## src/rtl/ddr2_line_ctrl_pkg.sv

```systemverilog
// Shared types and constants for the DDR2 line controller.
package ddr2_pkg;

  typedef enum logic [2:0] {
    IDLE    = 3'd0,
    WR      = 3'd1,
    RD_CMD  = 3'd2,
    RD_WAIT = 3'd3,
    RESP    = 3'd4
  } state_t;

  localparam logic [2:0] CMD_WR = 3'b000;
  localparam logic [2:0] CMD_RD = 3'b001;

  // A line is one BL8 burst of 16-bit words: 8 app addresses per line.
  localparam int BURST_SHIFT = 3;

  // States in which a transaction is outstanding toward the MIG.
  function automatic logic in_flight(state_t s);
    return (s == WR) || (s == RD_CMD) || (s == RD_WAIT);
  endfunction

endpackage

```

## src/rtl/ddr2_line_ctrl_if.sv

```systemverilog
// Requester-side and MIG-side bundles for the DDR2 line controller.
// ddr2_req_if : master = cache/CPU, slave = line controller.
// ddr2_app_if : master = line controller, slave = MIG wrapper.
interface ddr2_req_if #(
  parameter int LINE_AW = 24,
  parameter int DATA_W  = 128
);
  logic               req_valid;
  logic               req_we;
  logic [LINE_AW-1:0] req_addr;
  logic [DATA_W-1:0]  req_wdata;
  logic               req_ready;
  logic               resp_valid;
  logic [DATA_W-1:0]  resp_rdata;
  logic               busy;

  modport master (
    output req_valid, req_we, req_addr, req_wdata,
    input  req_ready, resp_valid, resp_rdata, busy
  );
  modport slave (
    input  req_valid, req_we, req_addr, req_wdata,
    output req_ready, resp_valid, resp_rdata, busy
  );
endinterface

interface ddr2_app_if #(
  parameter int APP_AW = 27,
  parameter int DATA_W = 128
);
  logic              calib_done;
  logic              app_en;
  logic [2:0]        app_cmd;
  logic [APP_AW-1:0] app_addr;
  logic              app_rdy;
  logic [DATA_W-1:0] app_wdf_data;
  logic              app_wdf_wren;
  logic              app_wdf_end;
  logic              app_wdf_rdy;
  logic [DATA_W-1:0] app_rd_data;
  logic              app_rd_data_valid;

  modport master (
    input  calib_done, app_rdy, app_wdf_rdy, app_rd_data, app_rd_data_valid,
    output app_en, app_cmd, app_addr, app_wdf_data, app_wdf_wren, app_wdf_end
  );
  modport slave (
    output calib_done, app_rdy, app_wdf_rdy, app_rd_data, app_rd_data_valid,
    input  app_en, app_cmd, app_addr, app_wdf_data, app_wdf_wren, app_wdf_end
  );
endinterface

```

## src/rtl/ddr2_line_ctrl_wdog.sv

```systemverilog
// Stall watchdog: counts cycles spent in one waiting state and flags
// expiry on the last allowed cycle so the FSM can bail out.
module ddr2_line_ctrl_wdog #(
  parameter int TIMEOUT_CYCLES = 4096
) (
  input  logic clk,
  input  logic rst,
  input  logic armed,
  input  logic state_chg,
  output logic expired
);

  localparam int CW = $clog2(TIMEOUT_CYCLES + 1);

  logic [CW-1:0] cnt;

  // Cycle count within the current state; restarts on every transition.
  always_ff @(posedge clk or posedge rst) begin
    if (rst)                      cnt <= '0;
    else if (state_chg || !armed) cnt <= '0;
    else                          cnt <= cnt + 1'b1;
  end

  // cnt == k during the (k+1)-th cycle in the state.
  assign expired = armed && (cnt == CW'(TIMEOUT_CYCLES - 1));

endmodule

```

## src/rtl/ddr2_line_ctrl.sv

```systemverilog
// DDR2 line controller: sequences one 128-bit line read/write at a time
// onto the MIG application port and returns a one-cycle response.
// Optional stall watchdog: define DDR2_LINE_CTRL_TIMEOUT_EN.
module ddr2_line_ctrl
  import ddr2_pkg::*;
#(
  parameter int LINE_AW        = 24,
  parameter int APP_AW         = 27,
  parameter int DATA_W         = 128,
  parameter int TIMEOUT_CYCLES = 4096
) (
  input  logic         sys_clk_i,
  input  logic         sys_rst,
  ddr2_req_if.slave    req,
  ddr2_app_if.master   app
`ifdef DDR2_LINE_CTRL_TIMEOUT_EN
  ,
  output logic         timeout_err
`endif
);

  state_t            state, state_n;
  logic              accept;
  logic              tmo;
  logic              app_en_q, wren_q;
  logic [2:0]        app_cmd_q;
  logic [APP_AW-1:0] app_addr_q;
  logic [DATA_W-1:0] wdata_q, rdata_q;
  logic              cmd_done, dat_done;

  // Line index -> app address (one burst per line), fitted to APP_AW.
  localparam int CAT_W = LINE_AW + BURST_SHIFT;
  logic [CAT_W-1:0]  addr_cat;
  logic [APP_AW-1:0] addr_map;
  assign addr_cat = {req.req_addr, {BURST_SHIFT{1'b0}}};
  generate
    if (CAT_W >= APP_AW) begin : g_trunc
      assign addr_map = addr_cat[APP_AW-1:0];
    end else begin : g_ext
      assign addr_map = {{(APP_AW-CAT_W){1'b0}}, addr_cat};
    end
  endgenerate

  assign req.req_ready  = (state == IDLE) && app.calib_done;
  assign accept         = req.req_valid && req.req_ready;
  assign req.resp_valid = (state == RESP);
  assign req.resp_rdata = rdata_q;
  assign req.busy       = in_flight(state);

  assign app.app_en       = app_en_q;
  assign app.app_cmd      = app_cmd_q;
  assign app.app_addr     = app_addr_q;
  assign app.app_wdf_data = wdata_q;
  assign app.app_wdf_wren = wren_q;
  assign app.app_wdf_end  = wren_q;

`ifdef DDR2_LINE_CTRL_TIMEOUT_EN
  ddr2_line_ctrl_wdog #(.TIMEOUT_CYCLES(TIMEOUT_CYCLES)) u_wdog (
    .clk       (sys_clk_i),
    .rst       (sys_rst),
    .armed     (in_flight(state)),
    .state_chg (state_n != state),
    .expired   (tmo)
  );

  // Sticky error flag; only reset clears it.
  always_ff @(posedge sys_clk_i or posedge sys_rst) begin
    if (sys_rst)  timeout_err <= 1'b0;
    else if (tmo) timeout_err <= 1'b1;
  end
`else
  assign tmo = 1'b0;
  // Keeps the watchdog limit referenced when the feature is compiled out.
  logic unused_cfg;
  assign unused_cfg = (TIMEOUT_CYCLES == 0);
`endif

  // State register.
  always_ff @(posedge sys_clk_i or posedge sys_rst) begin
    if (sys_rst) state <= IDLE;
    else         state <= state_n;
  end

  // Next-state logic; a watchdog expiry forces a (zero-data) response.
  always_comb begin
    state_n = state;
    case (state)
      IDLE:    if (accept) state_n = req.req_we ? WR : RD_CMD;
      WR:      if (cmd_done && dat_done) state_n = RESP;
      RD_CMD:  if (app_en_q && app.app_rdy) state_n = RD_WAIT;
      RD_WAIT: if (app.app_rd_data_valid) state_n = RESP;
      RESP:    state_n = IDLE;
      default: state_n = IDLE;
    endcase
    if (tmo) state_n = RESP;
  end

  // Registered MIG drive and handshake bookkeeping. Each strobe drops the
  // cycle after its handshake, so nothing combinational reaches app_en/wren.
  always_ff @(posedge sys_clk_i or posedge sys_rst) begin
    if (sys_rst) begin
      app_en_q   <= 1'b0;
      app_cmd_q  <= CMD_RD;
      app_addr_q <= '0;
      wren_q     <= 1'b0;
      wdata_q    <= '0;
      rdata_q    <= '0;
      cmd_done   <= 1'b0;
      dat_done   <= 1'b0;
    end else if (accept) begin
      app_en_q   <= 1'b1;
      app_cmd_q  <= req.req_we ? CMD_WR : CMD_RD;
      app_addr_q <= addr_map;
      wren_q     <= req.req_we;
      wdata_q    <= req.req_wdata;
      cmd_done   <= 1'b0;
      dat_done   <= 1'b0;
    end else begin
      if (app_en_q && app.app_rdy) begin
        app_en_q <= 1'b0;
        cmd_done <= 1'b1;
      end
      if (wren_q && app.app_wdf_rdy) begin
        wren_q   <= 1'b0;
        dat_done <= 1'b1;
      end
      if ((state == RD_WAIT) && app.app_rd_data_valid) rdata_q <= app.app_rd_data;
      if (tmo) begin
        app_en_q <= 1'b0;
        wren_q   <= 1'b0;
        rdata_q  <= '0;
      end
    end
  end

endmodule

```

## src/flat_wrapper.sv

```systemverilog
// flat-port wrapper written by rule: the top's interface ports become plain ports
module ddr2_line_ctrl_flat import ddr2_pkg::*;
#(
  parameter int LINE_AW        = 24,
  parameter int APP_AW         = 27,
  parameter int DATA_W         = 128,
  parameter int TIMEOUT_CYCLES = 4096
)
  (sys_clk_i, sys_rst, req_req_valid, req_req_we, req_req_addr, req_req_wdata, req_req_ready, req_resp_valid, req_resp_rdata, req_busy, app_calib_done, app_app_rdy, app_app_wdf_rdy, app_app_rd_data, app_app_rd_data_valid, app_app_en, app_app_cmd, app_app_addr, app_app_wdf_data, app_app_wdf_wren, app_app_wdf_end);
  ddr2_req_if #(.LINE_AW(LINE_AW), .DATA_W(DATA_W)) req_i ();
  ddr2_app_if #(.APP_AW(APP_AW), .DATA_W(DATA_W)) app_i ();
  input  logic sys_clk_i;
  input  logic sys_rst;
  input wire logic [$bits(req_i.req_valid)-1:0] req_req_valid;
  input wire logic [$bits(req_i.req_we)-1:0] req_req_we;
  input wire logic [$bits(req_i.req_addr)-1:0] req_req_addr;
  input wire logic [$bits(req_i.req_wdata)-1:0] req_req_wdata;
  output wire logic [$bits(req_i.req_ready)-1:0] req_req_ready;
  output wire logic [$bits(req_i.resp_valid)-1:0] req_resp_valid;
  output wire logic [$bits(req_i.resp_rdata)-1:0] req_resp_rdata;
  output wire logic [$bits(req_i.busy)-1:0] req_busy;
  input wire logic [$bits(app_i.calib_done)-1:0] app_calib_done;
  input wire logic [$bits(app_i.app_rdy)-1:0] app_app_rdy;
  input wire logic [$bits(app_i.app_wdf_rdy)-1:0] app_app_wdf_rdy;
  input wire logic [$bits(app_i.app_rd_data)-1:0] app_app_rd_data;
  input wire logic [$bits(app_i.app_rd_data_valid)-1:0] app_app_rd_data_valid;
  output wire logic [$bits(app_i.app_en)-1:0] app_app_en;
  output wire logic [$bits(app_i.app_cmd)-1:0] app_app_cmd;
  output wire logic [$bits(app_i.app_addr)-1:0] app_app_addr;
  output wire logic [$bits(app_i.app_wdf_data)-1:0] app_app_wdf_data;
  output wire logic [$bits(app_i.app_wdf_wren)-1:0] app_app_wdf_wren;
  output wire logic [$bits(app_i.app_wdf_end)-1:0] app_app_wdf_end;
  assign req_i.req_valid = req_req_valid;
  assign req_i.req_we = req_req_we;
  assign req_i.req_addr = req_req_addr;
  assign req_i.req_wdata = req_req_wdata;
  assign req_req_ready = req_i.req_ready;
  assign req_resp_valid = req_i.resp_valid;
  assign req_resp_rdata = req_i.resp_rdata;
  assign req_busy = req_i.busy;
  assign app_i.calib_done = app_calib_done;
  assign app_i.app_rdy = app_app_rdy;
  assign app_i.app_wdf_rdy = app_app_wdf_rdy;
  assign app_i.app_rd_data = app_app_rd_data;
  assign app_i.app_rd_data_valid = app_app_rd_data_valid;
  assign app_app_en = app_i.app_en;
  assign app_app_cmd = app_i.app_cmd;
  assign app_app_addr = app_i.app_addr;
  assign app_app_wdf_data = app_i.app_wdf_data;
  assign app_app_wdf_wren = app_i.app_wdf_wren;
  assign app_app_wdf_end = app_i.app_wdf_end;
  ddr2_line_ctrl #(.LINE_AW(LINE_AW), .APP_AW(APP_AW), .DATA_W(DATA_W), .TIMEOUT_CYCLES(TIMEOUT_CYCLES)) u_core (.sys_clk_i(sys_clk_i), .sys_rst(sys_rst), .req(req_i), .app(app_i));
endmodule
```

## config.mk

```make
export PLATFORM = sky130hd
export DESIGN_NAME = ddr2_line_ctrl_flat
export DESIGN_NICKNAME = d
export VERILOG_FILES = /design/src/rtl/ddr2_line_ctrl_pkg.sv /design/src/rtl/ddr2_line_ctrl_if.sv /design/src/rtl/ddr2_line_ctrl_wdog.sv /design/src/rtl/ddr2_line_ctrl.sv /design/src/flat_wrapper.sv
export SDC_FILE = /design/constraint.sdc
export NUM_CORES = 1
export LEC_CHECK = 0
export ABC_AREA = 1
export BUFFER_PORTS_ARGS = -buffer_cell sky130_fd_sc_hd__buf_4
export CAP_MARGIN = 20
export CORE_AREA = 2 2 224 226
export DETAILED_ROUTE_END_ITERATION = 10
export DIE_AREA = 0 0 226 228
export GPL_TIMING_DRIVEN = 0
export PLACE_DENSITY = 0.59
export SLEW_MARGIN = 20
export SYNTH_ARGS = -nofsm -noshare
export SYNTH_HDL_FRONTEND = slang
export SYNTH_HIERARCHICAL = 1
export SYNTH_SLANG_ARGS = --single-unit
export TNS_END_PERCENT = 5
```

## constraint.sdc

```tcl
create_clock -name sys_clk_i -period 10.95 [get_ports sys_clk_i]
set_input_delay 0.5475 -clock sys_clk_i [delete_from_list [all_inputs] [get_ports sys_clk_i]]
set_output_delay 0.5475 -clock sys_clk_i [all_outputs]
set_load 0.05 [all_outputs]
```

# ---- After elaboration in Yosys (flattened, before gate mapping)
# Index checks and enable logic that the tools add are counted.
dict set report totals {
  regBits 290
  inputBits 288
  out_inout_bits 292
  elab_cells 46
}
dict set report op_classes {
  eq_ne 8
  mux 15
  n_bitwise 1
  reduce_logical 13
}
# cell n
set op_table {}
lappend op_table {{2-to-1 mux 3 bit} 4}
lappend op_table {{one-hot mux 3 bit (4 select lines)} 1}
lappend op_table {{2-to-1 mux 1 bit} 9}
lappend op_table {{== test 3 x 2 -> 1 bit (second input constant)} 2}
lappend op_table {{logical AND 1 bit} 6}
lappend op_table {{!= test 2 bit (second input constant)} 3}
lappend op_table {{AND reduction 4 bit} 1}
lappend op_table {{nonzero test 2 bit} 2}
lappend op_table {{== test 3 x 1 -> 1 bit (second input constant)} 1}
lappend op_table {{== test 3 bit (second input constant)} 1}
lappend op_table {{logical NOT 3 bit} 1}
lappend op_table {{logical OR 1 bit} 2}
lappend op_table {{2-to-1 mux 2 bit} 1}
lappend op_table {{!= test 2 x 1 -> 1 bit (second input constant)} 1}
lappend op_table {{AND reduction 2 bit} 1}
lappend op_table {{inverter 1 bit} 1}

# ---- Logic depth before layout (Yosys ltp)
dict set report depth {
  word_depth 5
  depth_mapped 9
  mapped_depth_nobuf 8
}

# ---- Worst setup path after synthesis
# Ideal clock, no wire load.
dict set report synth_timing {
  path_type {register to output}
  from {register u_core.state[0]}
  to {output port req_resp_valid}
  arrival_time_ns 1.522
  required_ns 10.403
  setup_slack_ns 8.880
  path_stages_with_launch 2
  n_path_buf 0
  path_cell_list {dfrtp_1 > nor3_1}
}
dict set report synth_via {
  elab_chain_len 1
}
# element line
set synth_lines {}
lappend synth_lines {{start: declaration} ddr2_line_ctrl.sv:22} ;# state_t state, state_n;
lappend synth_lines {{start signal: assignment} ddr2_line_ctrl.sv:81} ;# else state <= state_n;
lappend synth_lines {{== test 3 bit} ddr2_line_ctrl.sv:46} ;# assign req.resp_valid = (state == RESP);
lappend synth_lines {{end: declaration} flat_wrapper.sv:19} ;# output wire logic [$bits(req_i.resp_valid)-1:0] req_resp_valid;
# No other way between the ends.

# ---- Final worst setup path
dict set report layout_timing {
  from {register u_core.state[0]}
  to {output port req_req_ready}
}
dict set report layout_via {
  elab_chain_len 2
}
# element line
set layout_lines {}
lappend layout_lines {{logical NOT 3 bit} ddr2_line_ctrl.sv:44} ;# assign req.req_ready = (state == IDLE) && app.calib_done;
lappend layout_lines {{logical AND 1 bit} ddr2_line_ctrl.sv:44}
lappend layout_lines {{end: declaration} flat_wrapper.sv:18} ;# output wire logic [$bits(req_i.req_ready)-1:0] req_req_ready;
# No other way between the ends.

==> run_results.csv <==
group,metric,value,unit
run_status,status,"finished clean",
clocking,cts_sinks,288,
timing,hold_viol,0,
synthesis,yosysSeqAreaShare,63.0,%
flow_run,cap_violations,0,
synthesis,yosys.area.top_type,"dfrtp_1",
setup_path,critPathKind,"flop to primary output",
clocking,clock_latency,0.51,ns
setup_path,cpMaxStageDelayCell,"dfrtp_1",
power,leakage,9.85,nW
drt,viasPerCell,4.30,
cells_and_area,final_cells,2591,
synthesis,synth_cell_types,19,
cells_and_area,mostFrequentLayoutCell,"buf_4",
cells_and_area,layout-drive-gt1-share,36.1,%
clocking,clock_path_buffers,3,
drt,drc_errors,0,
floorplanning,die_x,226,um
synthesis,synth_top_area_share,62.7,%
setup_path,ff2ff_setup_slack,8.91,ns
synthesis,avgSynthCellArea,8.94,um2
timing,min_period_over_period,24.4,%
global_routing,grt_usage,16.4,%
floorplanning,core_area,0.0493,mm2
placed_design,place_congestion,0.956,
cells_and_area,nets,2186,
setup_path,cp.required,10.40,ns
synthesis,synth.top_cells.by_area,"dfrtp_1 (63%), nand2_1 (19%), nand3_1 (12%)",
drt,firstDrtPassIters,5,
cells_and_area,regArea,0.00721,mm2
placed_design,dpl.hpwl,33400,um
drt,detail-route-antenna-nets,0,
drt,drt_wl_total,43000,um
floorplanning,die-area,0.0515,mm2
timing,max_freq,374,MHz
synthesis,synth_edf_count,0,
cells_and_area,diodes,0,
global_routing,antenna_found_initial,0,
setup_path,r2r_cells,7,
drt,wl_per_cell,16.6,um
drt,drt_iter0_drc,639,
global_routing,grt_pass1_wl,66000,um
setup_path,reg2reg_from,"u_core/state[0]",
power,p_per_area,362,mW/mm2
min_path,hold_class,"primary input to async pin",
setup_path,startpoint_type,"flop",
synthesis,syn_inst,1281,
global_routing,grt_start_max_net_pins,101,
floorplanning,die_h,228,um
cells_and_area,post-route-util,36.1,%
setup_path,slowest_delay,0.44,ns
timing,min_period,2.68,ns
setup_path,path_cells,"inv_2, nand2_1, nor3_2, buf_4, buf_2, buf_4",
placed_design,dp_cells,2532,
placed_design,placed_area,0.0167,mm2
setup_path,arrival,2.13,ns
clocking,cts_hold_buf,0,
timing,rsz0062_at_grt,"no",
clocking,cts_tree,"yes",
timing,setup_tns,0,ns
floorplanning,ioPinCount,580,
cells_and_area,multi_input_area,0.00369,mm2
clocking,cts-root-buf,"clkbuf_16",
global_routing,grt_pass1_vias,11274,
cells_and_area,fillers,5115,
placed_design,io_buffers,573,
cells_and_area,design_area,0.0178,mm2
timing,maxSlewHeadroom,51.9,%
timing,setup_violations,0,
timing,final.setup_skew,0.00819,ns
setup_path,crit_path_max_fanout,10,
clocking,htreeDepth,2,
setup_path,cpMostUsedCell,"buf_4",
cells_and_area,layout_common_cells,"buf_4 (592), nand2_1 (574), dfrtp_1 (287), nand3_1 (284), clkbuf_1 (42)",
setup_path,r2r_end,"u_core/app.app_wdf_data[82]",
timing,tightest_slew,0.722,ns
floorplanning,rows,82,
floorplanning,start_util,23.2,%
timing,drv_slew,0,
clocking,cts.clk_slew.worst_paths,0.05,ns
clocking,ctsResizeCount,0,
power,vdd_drop_max,168,uV
synthesis,synth-seq-cells,288,
clocking,cts_buffers,36,
global_routing,overflow,0,
drt,vias,11139,
setup_path,cp-end-kind,"primary output",
cells_and_area,area_delta_synth_final,55.7,%
clocking,post_cts_buffers,0,
synthesis,async_flop_share,100,%
synthesis,synthFlopType,"dfrtp_1",
synthesis,ys.warnings.count,6,
synthesis,syn_area,0.0114,mm2
[stage by stage]
| step | hold slack, ns | power, W | setup WS, ns |
|---|---|---|---|
| finish | 0.134 | 0.00645 | 8.27 |
| detailed placement | 0.460 | 0.00532 | 8.58 |
| global placement | 0.455 | 0.00528 | -1.03 |
| floorplan | 0.464 | 0.00411 | 2.46 |
| global route | 0.173 | 0.00679 | 8.06 |
| CTS | 0.142 | 0.00652 | 8.14 |
[routing by layer]
metal	vias to the layer above	GRT usage, %	share of wire [%]	wire length [um]
li1	5314	-	-	-
met1	5341	20.4	40	17400
met2	411	27.7	49	21200
met3	73	4.07	7.4	3180
met4	0	5.59	2.9	1230
met5	-	0	0	0
[worst max-delay path, delay by kind of cell, from the launching register on]
kind	cells	cell delay, ns
AND/OR/NAND/NOR	2	0.35
flip-flops	1	0.44
buffers and inverters	4	0.82
[how the worst max path moves through the flow]
stage                                     start                     endpoint  slack (ns)  cells past startpoint
after floorplan                         sys_rst      u_core/app.app_addr[10]        2.46                      1
after global placement                  sys_rst  u_core/app.app_wdf_data[61]       -1.03                      2
after detailed placement  app_app_rd_data_valid    u_core/req.resp_rdata[70]        8.58                      5
after CTS                       u_core/state[0]                req_req_ready        8.14                      6
after global routing            u_core/state[0]                req_req_ready        8.06                      6
final                           u_core/state[0]                req_req_ready        8.27                      6
[power by group]
group / total [W] / switching [W] / leakage (nW) / internal (W)
combinational: 0.00345 / 0.00251 / 5.67 / 0.000942
sequential: 0.00183 / 0.000278 / 3.61 / 0.00155
clock: 0.00117 / 0.000444 / 0.573 / 0.000721
total: 0.00645 / 0.00323 / 9.85 / 0.00321
[Yosys cell counts, types with 2 or more instances]
library cell	instances
buf_1	4
buf_6	2
buf_4	19
clkbuf_1	35
buf_2	39
nand3_1	284
nand2_1	574
dfrtp_1	287
inv_2	2
o21ai_0	5
nor2_1	8
inv_1	14
a21oi_1	2
[sequential cells by signal, summed over array words and instances (netlist names)]
signal,count
u_core/app.app_en,1
u_core/app.app_cmd,1
u_core/app.app_wdf_end,1
u_core/app.app_addr,24
u_core/dat_done,1
u_core/app.app_wdf_data,128
u_core/cmd_done,1
u_core/state,3
u_core/req.resp_rdata,128
[cells by family (layout without fill, tap and decap cells)]
logic type,Yosys count,after routing,share of synthesized area [%]
buffers and inverters,115,749,4.95
AOI/OAI and AO/OA,8,8,0.372
and+or+nand+nor,869,869,31.7
DFF,288,288,63.0
other,1,5,0.0328
[area by class of cell]
cell class | count | area share, %
Sequential cell | 288 | 40.4
Timing Repair Buffer | 575 | 24.4
Multi-Input combinational cell | 882 | 20.7
Clock buffer | 53 | 6.04
Tap cell | 672 | 4.72
Buffer | 99 | 2.84
Clock inverter | 6 | 0.449
Inverter | 16 | 0.379
(Power assumes the default switching activity.)
